--- src/rtl/fetch_pkg.sv ---
// fetch_pkg: shared state type, constants and the redirect-target helper
// used by the instruction-fetch stage (fetch_unit) and its redirect logic.
package fetch_pkg;

  // Fetch sequencing states.
  typedef enum logic [1:0] {
    S_BOOT = 2'd0,
    S_RUN  = 2'd1,
    S_HALT = 2'd2
  } fetch_state_e;

  // Default encoding of the instruction that stops fetch.
  localparam logic [31:0] SYSCALL_WORD_DEFAULT = 32'h0000_000c;

  // Sequential PC increment (one 32-bit word).
  localparam logic [31:0] PC_STEP = 32'd4;

  // Computes the redirect destination. A jump replaces the low 28 bits of
  // the base with the word-aligned target field; a branch adds the
  // sign-extended word offset to the base. Jump wins when both are present.
  function automatic logic [31:0] redirect_target(
    input logic        jump,
    input logic [15:0] br_offset,
    input logic [25:0] jump_target,
    input logic [31:0] redir_base
  );
    logic [31:0] br_tgt;
    logic [31:0] j_tgt;
    br_tgt = redir_base + {{14{br_offset[15]}}, br_offset, 2'b00};
    j_tgt  = {redir_base[31:28], jump_target, 2'b00};
    if (jump) begin
      return j_tgt;
    end else begin
      return br_tgt;
    end
  endfunction

endpackage

--- src/rtl/fetch_unit_if.sv ---
// fetch_unit_if: IF/ID output bundle carrying the captured instruction and
// its valid/ready handshake toward decode. The fetch stage is the master.
interface fetch_unit_if;

  logic        out_valid;
  logic        out_ready;
  logic [31:0] out_instr;
  logic [31:0] out_pc;
  logic [31:0] out_pc_plus4;

  modport master (
    output out_valid,
    output out_instr,
    output out_pc,
    output out_pc_plus4,
    input  out_ready
  );

  modport slave (
    input  out_valid,
    input  out_instr,
    input  out_pc,
    input  out_pc_plus4,
    output out_ready
  );

endinterface

--- src/rtl/fetch_redirect.sv ---
// fetch_redirect: combinational redirect decode. Flags a redirect when a
// branch or jump is requested and computes the new PC (jump has priority).
module fetch_redirect
  import fetch_pkg::*;
(
  input  logic        br_take,
  input  logic [15:0] br_offset,
  input  logic        jump,
  input  logic [25:0] jump_target,
  input  logic [31:0] redir_base,
  output logic        redirect_valid,
  output logic [31:0] redirect_pc
);

  // Redirect request and destination, purely combinational.
  always_comb begin
    redirect_valid = br_take | jump;
    redirect_pc    = redirect_target(jump, br_offset, jump_target, redir_base);
  end

endmodule

--- src/rtl/fetch_unit.sv ---
// fetch_unit: instruction-fetch stage in front of an asynchronous instMem.
// Owns the PC, captures the returned word into an IF/ID register with a
// valid/ready handshake, takes branch/jump redirects and halts on SYSCALL.
// Optional build macro FETCH_PERF_CNT_EN adds capture and stall counters.
module fetch_unit
  import fetch_pkg::*;
#(
  parameter logic [31:0] RESET_PC     = 32'h0000_0000,
  parameter logic [31:0] SYSCALL_WORD = SYSCALL_WORD_DEFAULT
) (
  input  logic         clk,
  input  logic         rst_n,
  output logic [31:0]  read_address,
  input  logic [31:0]  instruction,
  fetch_unit_if.master out_if,
  input  logic         br_take,
  input  logic [15:0]  br_offset,
  input  logic         jump,
  input  logic [25:0]  jump_target,
  input  logic [31:0]  redir_base,
  output logic         halted
`ifdef FETCH_PERF_CNT_EN
  ,
  output logic [31:0]  perf_fetched,
  output logic [31:0]  perf_stalls
`endif
);

  fetch_state_e state_q, state_d;
  logic [31:0]  pc_q, pc_d;
  logic         valid_q, valid_d;
  logic [31:0]  instr_q, instr_d;
  logic [31:0]  opc_q, opc_d;
  logic [31:0]  opc4_q, opc4_d;
  logic         halted_q;

  logic         redirect_valid_s;
  logic [31:0]  redirect_pc_s;
  logic         redir_en_s;
  logic         adv_s;

  fetch_redirect u_redirect (
    .br_take        (br_take),
    .br_offset      (br_offset),
    .jump           (jump),
    .jump_target    (jump_target),
    .redir_base     (redir_base),
    .redirect_valid (redirect_valid_s),
    .redirect_pc    (redirect_pc_s)
  );

  // Redirects are ignored during the boot settle cycle; the output
  // register may take a new word when empty or being drained this cycle.
  always_comb begin
    redir_en_s = redirect_valid_s && (state_q != S_BOOT);
    adv_s      = !valid_q || out_if.out_ready;
  end

  // Next-state, PC and IF/ID register computation; redirect has priority.
  always_comb begin
    state_d = state_q;
    pc_d    = pc_q;
    valid_d = valid_q;
    instr_d = instr_q;
    opc_d   = opc_q;
    opc4_d  = opc4_q;
    if (redir_en_s) begin
      // Flush the held word even if decode is taking it: it is on the
      // wrong path once the redirect arrives.
      pc_d    = redirect_pc_s;
      valid_d = 1'b0;
      state_d = S_RUN;
    end else begin
      case (state_q)
        S_BOOT: begin
          state_d = S_RUN;
          if (valid_q && out_if.out_ready) begin
            valid_d = 1'b0;
          end else begin
            valid_d = valid_q;
          end
        end
        S_RUN: begin
          if (adv_s) begin
            instr_d = instruction;
            opc_d   = pc_q;
            opc4_d  = pc_q + PC_STEP;
            valid_d = 1'b1;
            pc_d    = pc_q + PC_STEP;
            if (instruction == SYSCALL_WORD) begin
              state_d = S_HALT;
            end else begin
              state_d = S_RUN;
            end
          end else begin
            state_d = S_RUN;
          end
        end
        S_HALT: begin
          if (valid_q && out_if.out_ready) begin
            valid_d = 1'b0;
          end else begin
            valid_d = valid_q;
          end
        end
        default: begin
          state_d = S_BOOT;
          valid_d = 1'b0;
        end
      endcase
    end
  end

  // State, PC and IF/ID output registers.
  always_ff @(posedge clk or negedge rst_n) begin
    if (!rst_n) begin
      state_q  <= S_BOOT;
      pc_q     <= RESET_PC;
      valid_q  <= 1'b0;
      instr_q  <= 32'h0000_0000;
      opc_q    <= 32'h0000_0000;
      opc4_q   <= 32'h0000_0000;
      halted_q <= 1'b0;
    end else begin
      state_q  <= state_d;
      pc_q     <= pc_d;
      valid_q  <= valid_d;
      instr_q  <= instr_d;
      opc_q    <= opc_d;
      opc4_q   <= opc4_d;
      halted_q <= (state_d == S_HALT);
    end
  end

  assign read_address        = pc_q;
  assign halted              = halted_q;
  assign out_if.out_valid    = valid_q;
  assign out_if.out_instr    = instr_q;
  assign out_if.out_pc       = opc_q;
  assign out_if.out_pc_plus4 = opc4_q;

`ifdef FETCH_PERF_CNT_EN
  logic        capture_s;
  logic        stall_s;
  logic [31:0] perf_fetched_q;
  logic [31:0] perf_stalls_q;

  // Capture and stall qualifiers for the performance counters.
  always_comb begin
    capture_s = (state_q == S_RUN) && adv_s && !redir_en_s;
    stall_s   = (state_q == S_RUN) && !adv_s && !redir_en_s;
  end

  // Free-running wrap-around capture and stall counters.
  always_ff @(posedge clk or negedge rst_n) begin
    if (!rst_n) begin
      perf_fetched_q <= 32'd0;
      perf_stalls_q  <= 32'd0;
    end else begin
      if (capture_s) begin
        perf_fetched_q <= perf_fetched_q + 32'd1;
      end else begin
        perf_fetched_q <= perf_fetched_q;
      end
      if (stall_s) begin
        perf_stalls_q <= perf_stalls_q + 32'd1;
      end else begin
        perf_stalls_q <= perf_stalls_q;
      end
    end
  end

  assign perf_fetched = perf_fetched_q;
  assign perf_stalls  = perf_stalls_q;
`endif

endmodule

--- src/flat_wrapper.sv ---
// flat-port wrapper written by rule: the top's interface ports become plain ports
module fetch_unit_flat import fetch_pkg::*;
#(
  parameter logic [31:0] RESET_PC     = 32'h0000_0000,
  parameter logic [31:0] SYSCALL_WORD = SYSCALL_WORD_DEFAULT
)
  (clk, rst_n, read_address, instruction, br_take, br_offset, jump, jump_target, redir_base, halted, out_if_out_valid, out_if_out_instr, out_if_out_pc, out_if_out_pc_plus4, out_if_out_ready);
  fetch_unit_if out_if_i ();
  input  logic clk;
  input  logic rst_n;
  output logic [31:0] read_address;
  input  logic [31:0] instruction;
  input  logic br_take;
  input  logic [15:0] br_offset;
  input  logic jump;
  input  logic [25:0] jump_target;
  input  logic [31:0] redir_base;
  output logic halted;
  output wire logic [$bits(out_if_i.out_valid)-1:0] out_if_out_valid;
  output wire logic [$bits(out_if_i.out_instr)-1:0] out_if_out_instr;
  output wire logic [$bits(out_if_i.out_pc)-1:0] out_if_out_pc;
  output wire logic [$bits(out_if_i.out_pc_plus4)-1:0] out_if_out_pc_plus4;
  input wire logic [$bits(out_if_i.out_ready)-1:0] out_if_out_ready;
  assign out_if_out_valid = out_if_i.out_valid;
  assign out_if_out_instr = out_if_i.out_instr;
  assign out_if_out_pc = out_if_i.out_pc;
  assign out_if_out_pc_plus4 = out_if_i.out_pc_plus4;
  assign out_if_i.out_ready = out_if_out_ready;
  fetch_unit #(.RESET_PC(RESET_PC), .SYSCALL_WORD(SYSCALL_WORD)) u_core (.clk(clk), .rst_n(rst_n), .read_address(read_address), .instruction(instruction), .out_if(out_if_i), .br_take(br_take), .br_offset(br_offset), .jump(jump), .jump_target(jump_target), .redir_base(redir_base), .halted(halted));
endmodule
--- config.mk ---
export PLATFORM = sky130hd
export DESIGN_NAME = fetch_unit_flat
export DESIGN_NICKNAME = d
export VERILOG_FILES = /design/src/rtl/fetch_pkg.sv /design/src/rtl/fetch_unit_if.sv /design/src/rtl/fetch_redirect.sv /design/src/rtl/fetch_unit.sv /design/src/flat_wrapper.sv
export SDC_FILE = /design/constraint.sdc
export NUM_CORES = 1
export LEC_CHECK = 0
export CELL_PAD_IN_SITES_DETAIL_PLACEMENT = 0
export CELL_PAD_IN_SITES_GLOBAL_PLACEMENT = 1
export CORE_UTILIZATION = 31
export DETAILED_ROUTE_END_ITERATION = 12
export HOLD_SLACK_MARGIN = 0.15
export PLACE_DENSITY = 0.75
export SYNTH_ARGS = -nofsm -noshare
export SYNTH_HDL_FRONTEND = slang
export SYNTH_SLANG_ARGS = --single-unit
--- constraint.sdc ---
create_clock -name clk -period 2.2 [get_ports clk]
set_input_delay 0.33 -clock clk [delete_from_list [all_inputs] [get_ports clk]]
set_output_delay 0.33 -clock clk [all_outputs]
set_load 0.02 [all_outputs]
==> results.toml, run 1 <==
[power]
p_int_mw = 6.22
switching_share_pct = 34.0
p_leak_nw = 5.70
p_switching_mw = 3.20
clkPwrFrac_pct = 29.8
pwr-share-seq_pct = 32.6
ir_drop_mv = 0.439
power_density_nw_per_um2 = 735
combPwrFrac_pct = 37.6

[worst_setup_path]
crit_fanout = 3
critical_path_class = "in2reg"
critical_path_required_ns = 2.49
crit_chain = "buf_6 -> ha_4 -> nand4_1 -> or4_4 -> a211o_1 -> nand3_2 -> a41oi_2 -> a21oi_4 -> xnor2_2 -> o21ai_1"
crit_path_start_kind = "input port"
cp-end-kind = "register"
cp_slowest_cell = "or4_4"
crit_path_max_incr_delay_ns = 0.59
cp_num_buf_inv = 1
critPathTopFamily = "simple AND/OR/NAND/NOR gates"
crit_arrival_ns = 2.47

[layout]
nets = 1429
syn_to_final_growth_pct = 66.5
drive_above_1_share_pct = 23.2
postLayoutCoreUtil_pct = 52.8
nFillCells = 2223
instances_no_fill = 1625

[die]
die_area_um2 = 25500
initial_utilization_pct = 31.7
die_w_um = 160
placementRows = 57
die_y_um = 160
ioPinCount = 241
design.core.area_um2 = 24300

[drt]
wl_um = 25500
drt_first_pass_iters = 4
vias_per_cell = 4.72
wl_met2_um = 11800
drt-met1-wl_um = 12400
drt-initial-drc-count = 363
avgRoutedWirePerCell_um = 15.7
routed-wl-met3_um = 945
drc = 0
highest_layer = "met4"
vias = 7665
drtAntennaViolNets = 0

[global_route]
grt_overflow = 0
grt_use_total_pct = 20.0
grt_antenna_before_repair = 1
grt_pass1_wl_um = 40600
grt_max_degree = 53
grt_pass1_vias = 7550

[place]
dpl.hpwl_um = 19900
gp_congestion = 0.852
dp_slack_ns = -0.754
port-buffer-count = 240
dp.cells = 1581

[synth]
synth_cell_type_count = 68
syn-cell-area_um2 = 7710
async_reset_ff_share_pct = 100
yosysWarnings = 0
syn_nets = 1057
synth-seq-cells = 130
syn-instance-count = 915
syn_avg_cell_area_um2 = 8.42
ys.flop_type = "dfrtp_1"
synth-edff-count = 0
yosysSeqAreaShare_pct = 42.2

[timing]
setup_violations = 0
fin_ws_ns = 0.0221
worstMarginPinSlew_ns = 0.569
fin_crit_ns = 2.18
hold_viol_final = 0
clock.fmax_ghz = 0.459
slew_violations = 0
fin_skew_ns = 0.00813
final.period_utilization_pct = 99.0
relSlewSlack_pct = 61.8
rsz0062_at_grt = "true"

[run]
maxCapViolations = 0

[clocking]
cts-root-buf = "clkbuf_16"
clk_pin_slew_worst_paths_ns = 0.06
clkSinkCount = 130
numCtsBuffers = 17
clock_latency_ns = 0.42
cts_tree = "built"
htree_levels = 4
cts_buffer_depth = 2

[hold_path]
hold_class = "in2async"

[outcome]
outcome = "complete, no violations"
layout by cell type (no fill, tap or decap), types with 9 or more instances in the layout:
cell / instances
a211oi_1: 12
a21o_1: 9
a21oi_1: 35
a21oi_2: 11
and3_1: 9
buf_12: 9
buf_4: 155
buf_6: 10
clkbuf_16: 17
clkdlybuf4s50_1: 208
dfrtp_1: 125
dlymetal6s2s_1: 9
ha_1: 12
ha_4: 18
nand2_1: 273
nand3_1: 18
nor2_1: 36
nor3_1: 13
o21ai_0: 40
o21ai_1: 22
xnor2_1: 40
xor2_1: 28
cell families (layout without fill, tap and decap cells):
| family | count (synthesis) | count (layout) | synth area share, % |
|---|---|---|---|
| compound gates | 194 | 194 | 15.8 |
| xor+xnor | 70 | 70 | 7.96 |
| fa+ha+maj | 31 | 31 | 5.13 |
| buf+inv | 60 | 445 | 3.18 |
| flops | 130 | 130 | 42.2 |
| mux | 8 | 8 | 1.07 |
| other cells | 0 | 1 | 0 |
| simple gates | 422 | 422 | 24.7 |
synthesized netlist by cell type (3+ instances only):
library cell,number,area (µm²)
and3_1,13,81.3
xnor2_1,42,368
nor2b_1,5,31.3
a31oi_1,6,37.5
buf_4,3,22.5
a211oi_1,14,105
dfrtp_1,130,3250
o21bai_1,8,60.1
o21a_1,7,52.6
nand4_1,8,50.1
buf_1,12,45.0
a21o_1,9,67.6
xor2_1,28,245
nor3b_1,4,30.0
ha_1,30,375
o211ai_1,8,60.1
o21ai_0,48,240
nand2_1,274,1030
nand3b_1,7,52.6
and2_1,3,18.8
a21boi_0,3,22.5
nand2b_1,4,25.0
nor4_1,6,37.5
buf_2,7,35.0
and4_1,3,26.3
or3_1,4,25.0
inv_1,5,18.8
mux2i_1,6,60.1
clkbuf_1,33,124
a21oi_1,48,240
nor3_1,16,80.1
o21ai_1,18,90.1
nand3_1,22,110
nor2_1,39,146
layout make-up:
class / count / area, µm² / share of cell area, %
inverters: 5 / 18.8 / 0.146
well taps: 324 / 405 / 3.16
clock buffers: 18 / 429 / 3.34
multi-input cells: 725 / 4790 / 37.3
diodes: 1 / 2.50 / 0.0195
repair buffers: 408 / 3780 / 29.4
clock inverters: 14 / 154 / 1.20
flip-flops and latches: 130 / 3260 / 25.4
layer usage:
| metal | up-vias | global-route usage, % |
|---|---|---|
| li1 | 3903 | - |
| met1 | 3559 | 28.4 |
| met2 | 179 | 32.0 |
| met3 | 24 | 2.86 |
| met4 | 0 | 4.90 |
| met5 | - | 0 |
timing repair:
action / 4_1_cts / 5_1_grt
gates resized for setup: 53 / 105
pin swaps: 25 / 49
setup endpoints to repair: 23 / 20
cloned: 0 / 1
setup buffers: 4 / 7
hold endpoints to repair: 49 / 0
hold buffers: 1 / 0
stage by stage:
| stage | power (mW) | setup TNS (ns) | area [µm²] | hold slack (ns) |
|---|---|---|---|---|
| 2_1_floorplan | 4.70 | -0.331 | 7830 | 0.0344 |
| 3_3_place_gp | 6.49 | -14.21 | 11700 | 0.326 |
| 3_5_place_dp | 6.53 | -15.11 | 11700 | 0.323 |
| 4_1_cts | 9.39 | 0 | 12400 | 0.447 |
| 5_1_grt | 9.92 | -0.316 | 12800 | 0.466 |
| 6_report | 9.43 | 0 | 12800 | 0.423 |
path summary, 6_finish.rpt:
check	end	start	slack (ns)	cells past startpoint
max in group asynchronous	u_core.out_if.out_instr[11]	rst_n	1.02	3
setup reg to reg	u_core.read_address[26]	u_core.read_address[10]	0.08	8
hold reg to reg	u_core.out_if.out_pc[9]	u_core.out_if.out_pc[9]	0.47	2
min in group clk	u_core.read_address[23]	jump	0.45	3
hold / removal	u_core.out_if.out_pc[8]	rst_n	0.42	2
setup / recovery	u_core.read_address[27]	br_offset[8]	0.02	10
power groups by stage:
stage                     registers [mW]  logic (mW)  clock network, mW
final                               3.07        3.55               2.81
after global routing                3.13        3.83               2.97
after CTS                           3.07        3.46               2.87
after detailed placement            3.11        3.42                  0
after global placement              3.09        3.40                  0
after floorplan                     3.62        1.08                  0
flip-flops by register name (all words and copies together), names as in the netlist:
register,count
u_core.out_if.out_instr,32
u_core.out_if.out_pc,32
u_core.read_address,32
u_core.state_q,2
u_core.halted,1
u_core.out_if.out_valid,1
u_core.out_if.out_pc_plus4,30
Power figures use the tool's default switching activity.
==> run 2, diff against run 1 <==
Clock period 2.2 ns to 2 ns, I/O delays scaled along.
==> run 2 against run 1 <==
The run now ends with setup timing left. Combinational power is 13% higher. Clock skew is 0.0013 ns higher. Worst hold slack worse by 0.069 ns. Wire length is 5.0% higher. Critical path type unchanged. Critical endpoint is now u_core.read_address[25]. Largest cell class unchanged. Largest power group unchanged.
==> results.toml, run 2 (synthesis gave the netlist of run 1 again) <==
[outcome]
outcome = "finished, violations left"
violations = "setup timing"

[power]
switching_share_pct = 33.5
pwr-share-seq_pct = 32.0
clkPwrFrac_pct = 30.0
power_density_nw_per_um2 = 799
ir_drop_mv = 0.593
p_int_mw = 7.04
combPwrFrac_pct = 38.0
p_leak_nw = 5.85
p_switching_mw = 3.54

[clocking]
numCtsBuffers = 17
cts_tree = "built"
htree_levels = 4
clk_pin_slew_worst_paths_ns = 0.06
cts_buffer_depth = 2
clock_latency_ns = 0.42
clkSinkCount = 130
cts-root-buf = "clkbuf_16"

[layout]
drive_above_1_share_pct = 27.5
nets = 1458
nFillCells = 2242
syn_to_final_growth_pct = 71.9
final_common_cell = "nand2_1"
most-common-layout-cells = "nand2_1, clkdlybuf4s50_1, buf_4"

[timing]
fin_skew_ns = 0.00947
final.period_utilization_pct = 106
fin_ws_ns = -0.115
worstMarginPinSlew_ns = 0.480
holdWs_ns = 0.354
hold_viol_final = 0
clock.fmax_ghz = 0.473
slew_violations = 0
setup_violations = 13
rsz0062_at_grt = "true"
fin_crit_ns = 2.11
relSlewSlack_pct = 67.8

[drt]
vias = 7931
drt-initial-drc-count = 309
wl_um = 26800
drtAntennaViolNets = 0
avgRoutedWirePerCell_um = 16.2
drt_first_pass_iters = 5
vias_per_cell = 4.80
drc = 0

[die]
die_w_um = 160
die_area_um2 = 25500
placementRows = 57
initial_utilization_pct = 31.7
ioPinCount = 241
design.core.area_um2 = 24300
die_y_um = 160

[worst_setup_path]
critical_path_required_ns = 2.28
crit_arrival_ns = 2.40
timing.reg2reg.setup_slack_ns = -0.08
r2r_cells = 10
crit_start = "redir_base[5]"
crit_path_start_kind = "input port"
reg2reg_to = "u_core.read_address[28]"
cp-end-kind = "register"
critical_path_class = "in2reg"
crit_fanout = 3
r2r-start = "u_core.read_address[15]"

[place]
gp_congestion = 0.870
dpl.hpwl_um = 20400
port-buffer-count = 240
dp_slack_ns = -0.896

[global_route]
grt_max_degree = 53
grt_use_total_pct = 20.8
grt_pass1_vias = 7910
grt_overflow = 0
grt_antenna_before_repair = 1
grt_pass1_wl_um = 42100

[hold_path]
hold_depth = 4
hold_start = "redir_base[28]"
min_to = "u_core.read_address[28]"
hold_class = "in2reg"

[run]
maxCapViolations = 0
[run 2: worst max path at each step]
stage / end / cells past startpoint / slack [ns]
detailed placement: u_core.read_address[31] / 10 / -0.90
finish: u_core.read_address[25] / 10 / -0.11
global route: u_core.read_address[25] / 10 / -0.19
CTS: u_core.read_address[26] / 12 / -0.11
global placement: u_core.read_address[25] / 10 / -0.86
floorplan: u_core.read_address[16] / 10 / -0.26
[run 2: critical path, cell delays in order]
cell and delay [ns]:
clkdlybuf4s15_1 0.20, ha_4 0.29, o21ai_2 0.06, or4_4 0.53
a211o_1 0.35, nand3_2 0.12, a41oi_2 0.15, nor2b_2 0.19
xnor2_1 0.13, a21oi_1 0.08
[run 2: power groups by stage]
stage,clock [mW],sequential [mW],combinational [mW]
after detailed placement,0,3.42,3.81
after global placement,0,3.40,3.79
after floorplan,0,3.98,1.20
after global routing,3.33,3.46,4.32
after CTS,3.24,3.38,3.94
final,3.17,3.39,4.02
[run 2: what timing repair did]
| item | 4_1_cts | 5_1_grt |
|---|---|---|
| pin swaps | 48 | 57 |
| gates resized for setup | 144 | 77 |
| endpoints found under the hold margin | 43 | 0 |
| setup buffers | 17 | 5 |
| endpoints found under the setup margin | 29 | 32 |
| hold buffers | 1 | 0 |
[run 2: metrics by stage]
step	cells	power, mW	utilization, %	setup TNS, ns	cell area, µm²
after floorplan	915	5.18	-	-2.62	7880
after global placement	1600	7.19	48.8	-26.50	11900
after detailed placement	1600	7.23	48.8	-27.76	11900
after CTS	1650	10.6	53.2	-0.468	12900
after global routing	1654	11.1	54.5	-2.31	13200
final	1654	10.6	54.5	-0.563	13200
[run 2: layout make-up]
cell class / instances / area (µm²) / share of cell area (%)
repair buffers: 437 / 4020 / 30.4
flip-flops and latches: 130 / 3260 / 24.6
diodes: 1 / 2.50 / 0.0189
clock inverters: 11 / 126 / 0.954
well taps: 324 / 405 / 3.06
multi-input cells: 725 / 4930 / 37.2
clock buffers: 21 / 480 / 3.63
inverters: 5 / 18.8 / 0.142
[run 2: routing by layer]
layer,vias up,part of all wire (%),track usage (%)
li1,3965,-,-
met1,3712,47,28.1
met2,231,46,33.7
met3,23,5.5,4.49
met4,0,1.2,5.42
met5,-,0,0
==> run 3, diff against run 2 <==
Settings changed: SYNTH_HIERARCHICAL from default to 1.
==> run 3 against run 2 <==
The run still ends with setup timing left. Final cell count increased by 4.2%. Synthesized cell count is 6.7% higher. Power up 3.8%. Register-to-register slack gained 0.16 ns. Sequential share of layout area fell by 0.70 points. Clock power is 3% higher. Fmax shrank 5.6%. Setup slack worse by 0.13 ns. Largest power group unchanged. Combinational power up 7.7%. Worst hold slack improved by 0.054 ns.
==> results.toml, run 3 <==
[synth]
synth_cell_type_count = 67
yosys.cell_count.top_type = "nand2_1"
syn_nets = 1118
synth_top_cell_by_area = "dfrtp_1"
async_reset_ff_share_pct = 100
syn-instance-count = 976
synth_area_leaders = "dfrtp_1, nand2_1, ha_1"
syn_avg_cell_area_um2 = 8.16
synth-edff-count = 0
yosysWarnings = 6
synth-seq-cells = 130
syn-cell-area_um2 = 7970
synth_top_cells_by_count = "nand2_1, dfrtp_1, o21ai_0, a21oi_1, nor2_1"
synth_top_area_share_pct = 40.8
ys.flop_type = "dfrtp_1"
yosysSeqAreaShare_pct = 40.8

[power]
power_density_nw_per_um2 = 807
ir_drop_mv = 0.578
p_leak_nw = 6.12
p_total_mw = 11.0

[timing]
clock.fmax_ghz = 0.446
setup_violations = 12
fin_skew_ns = 0.0110
worstMarginPinSlew_ns = 0.648
fin_ws_ns = -0.241
rsz0062_at_grt = "true"
holdWs_ns = 0.408
final.period_utilization_pct = 112
slew_violations = 0
relSlewSlack_pct = 56.3
hold_viol_final = 0
fin_crit_ns = 2.24

[clocking]
clkSinkCount = 130
clk_pin_slew_worst_paths_ns = 0.06
cts_buffer_depth = 2
numCtsBuffers = 17
cts_tree = "built"
cts-root-buf = "clkbuf_16"
htree_levels = 4
clock_latency_ns = 0.42

[worst_setup_path]
crit_path_start_kind = "input port"
r2r-start = "u_core/read_address[20]"
crit_fanout = 2
crit_chain = "buf_8 -> ha_4 -> fa_2 -> a211oi_4 -> o21ai_2 -> buf_4 -> a21oi_4 -> o41a_1 -> o21ai_2 -> xnor2_1 -> o21ai_1 -> nor3_1 -> o21bai_1 -> a311oi_1"
critPathTopFamily = "compound AO/OA/AOI/OAI gates"
critical_path_required_ns = 2.32
r2r_cells = 6
cp_num_buf_inv = 2
cp-end-kind = "register"
crit_start = "br_offset[0]"
crit_path_max_incr_delay_ns = 0.36
crit_arrival_ns = 2.56
crit_top_cell = "o21ai_2"
timing.reg2reg.setup_slack_ns = 0.08
cp_slowest_cell = "fa_2"
reg2reg_to = "u_core/read_address[31]"
critical_path_class = "in2reg"

[die]
die_w_um = 162
die_y_um = 162
placementRows = 58
design.core.area_um2 = 25200
die_area_um2 = 26300
initial_utilization_pct = 31.6
ioPinCount = 241

[layout]
final_common_cell = "nand2_1"
diodes = 0
instances_no_fill = 1723
most-common-layout-cells = "nand2_1, clkdlybuf4s50_1, buf_4"
drive_above_1_share_pct = 27.5
nets = 1522
syn_to_final_growth_pct = 70.8
nFillCells = 2331
final_area_um2 = 13600

[global_route]
grt_max_degree = 52
grt_pass1_wl_um = 45800
grt_pass1_vias = 8535
grt_use_total_pct = 22.5
grt_overflow = 0
grt_antenna_before_repair = 0

[drt]
drt-initial-drc-count = 451
drc = 0
avgRoutedWirePerCell_um = 17.5
drtAntennaViolNets = 0
vias = 8599
vias_per_cell = 4.99
drt_first_pass_iters = 6
wl_um = 30100

[place]
placedInstanceArea_um2 = 12100
port-buffer-count = 240
dpl.hpwl_um = 22600
dp_slack_ns = -1.08
dp.cells = 1665
gp_congestion = 0.884

[outcome]
violations = "setup timing"
outcome = "finished, violations left"

[run]
maxCapViolations = 0

[hold_path]
hold_class = "in2async"
==> run 3: cell count changes after synthesis, sizes merged, moves of 8 or more <==
| cell | before | now |
|---|---|---|
| a211oi | 14 | 6 |
| nand2 | 275 | 286 |
| xor2 | 28 | 20 |
| o22ai | 1 | 12 |
| o21ai | 67 | 94 |
| a21o | 9 | 17 |
| clkbuf | 33 | 43 |
| xnor2 | 42 | 31 |
==> run 3: final cells by class <==
cell class              count  area, µm²  share of cell area, %
repair buffers            449       4090                   30.1
flip-flops and latches    130       3260                   23.9
clock inverters            14        176                   1.30
well taps                 330        413                   3.04
multi-input cells         772       5190                   38.1
inverters                  10       37.5                  0.276
clock buffers              18        439                   3.23
==> run 3: where the power goes <==
| group | switching, mW | leakage (nW) | internal, mW | total [mW] |
|---|---|---|---|---|
| registers | 0.299 | 1.60 | 3.08 | 3.38 |
| clock network | 1.26 | 0.298 | 2.01 | 3.27 |
| logic | 2.20 | 4.22 | 2.13 | 4.33 |
==> run 3: cells by family after synthesis <==
kind of cell / Yosys count / share of synthesized area (%)
mux: 6 / 0.817
fa+ha+maj: 31 / 4.96
simple gates: 442 / 24.9
buf+inv: 74 / 3.88
flops: 130 / 40.8
compound gates: 242 / 19.0
xor+xnor: 51 / 5.61
==> run 3: what timing repair did <==
action	CTS	global route
endpoints found under the setup margin	25	25
cloned	0	0
hold endpoints to repair	47	0
gates resized for setup	110	126
pin swaps	43	82
setup buffers	9	20
hold buffers	1	0
==> run 3: how the worst max path moves through the flow <==
stage	depth (start not counted)	endpoint
6_report	14	u_core/read_address[24]
3_5_place_dp	13	u_core/read_address[29]
2_1_floorplan	12	u_core/read_address[24]
3_3_place_gp	13	u_core/read_address[29]
4_1_cts	13	u_core/read_address[28]
5_1_grt	15	u_core/read_address[26]
==> run 3: metal layers <==
| metal | vias up | GRT usage (%) | wire, µm |
|---|---|---|---|
| met3 | 41 | 3.88 | 1530 |
| met1 | 4102 | 30.1 | 13900 |
| met4 | 0 | 8.23 | 701 |
| li1 | 4208 | - | - |
| met5 | - | 0 | 0 |
| met2 | 248 | 36.2 | 13900 |
==> run 3: per-stage QoR <==
| stage | TNS (ns) | utilization [%] |
|---|---|---|
| detailed placement | -24.17 | 48.1 |
| global placement | -22.22 | 48.1 |
| CTS | -2.22 | 52.0 |
| finish | -1.39 | 54.0 |
| global route | -2.65 | 54.0 |
| floorplan | -1.51 | - |
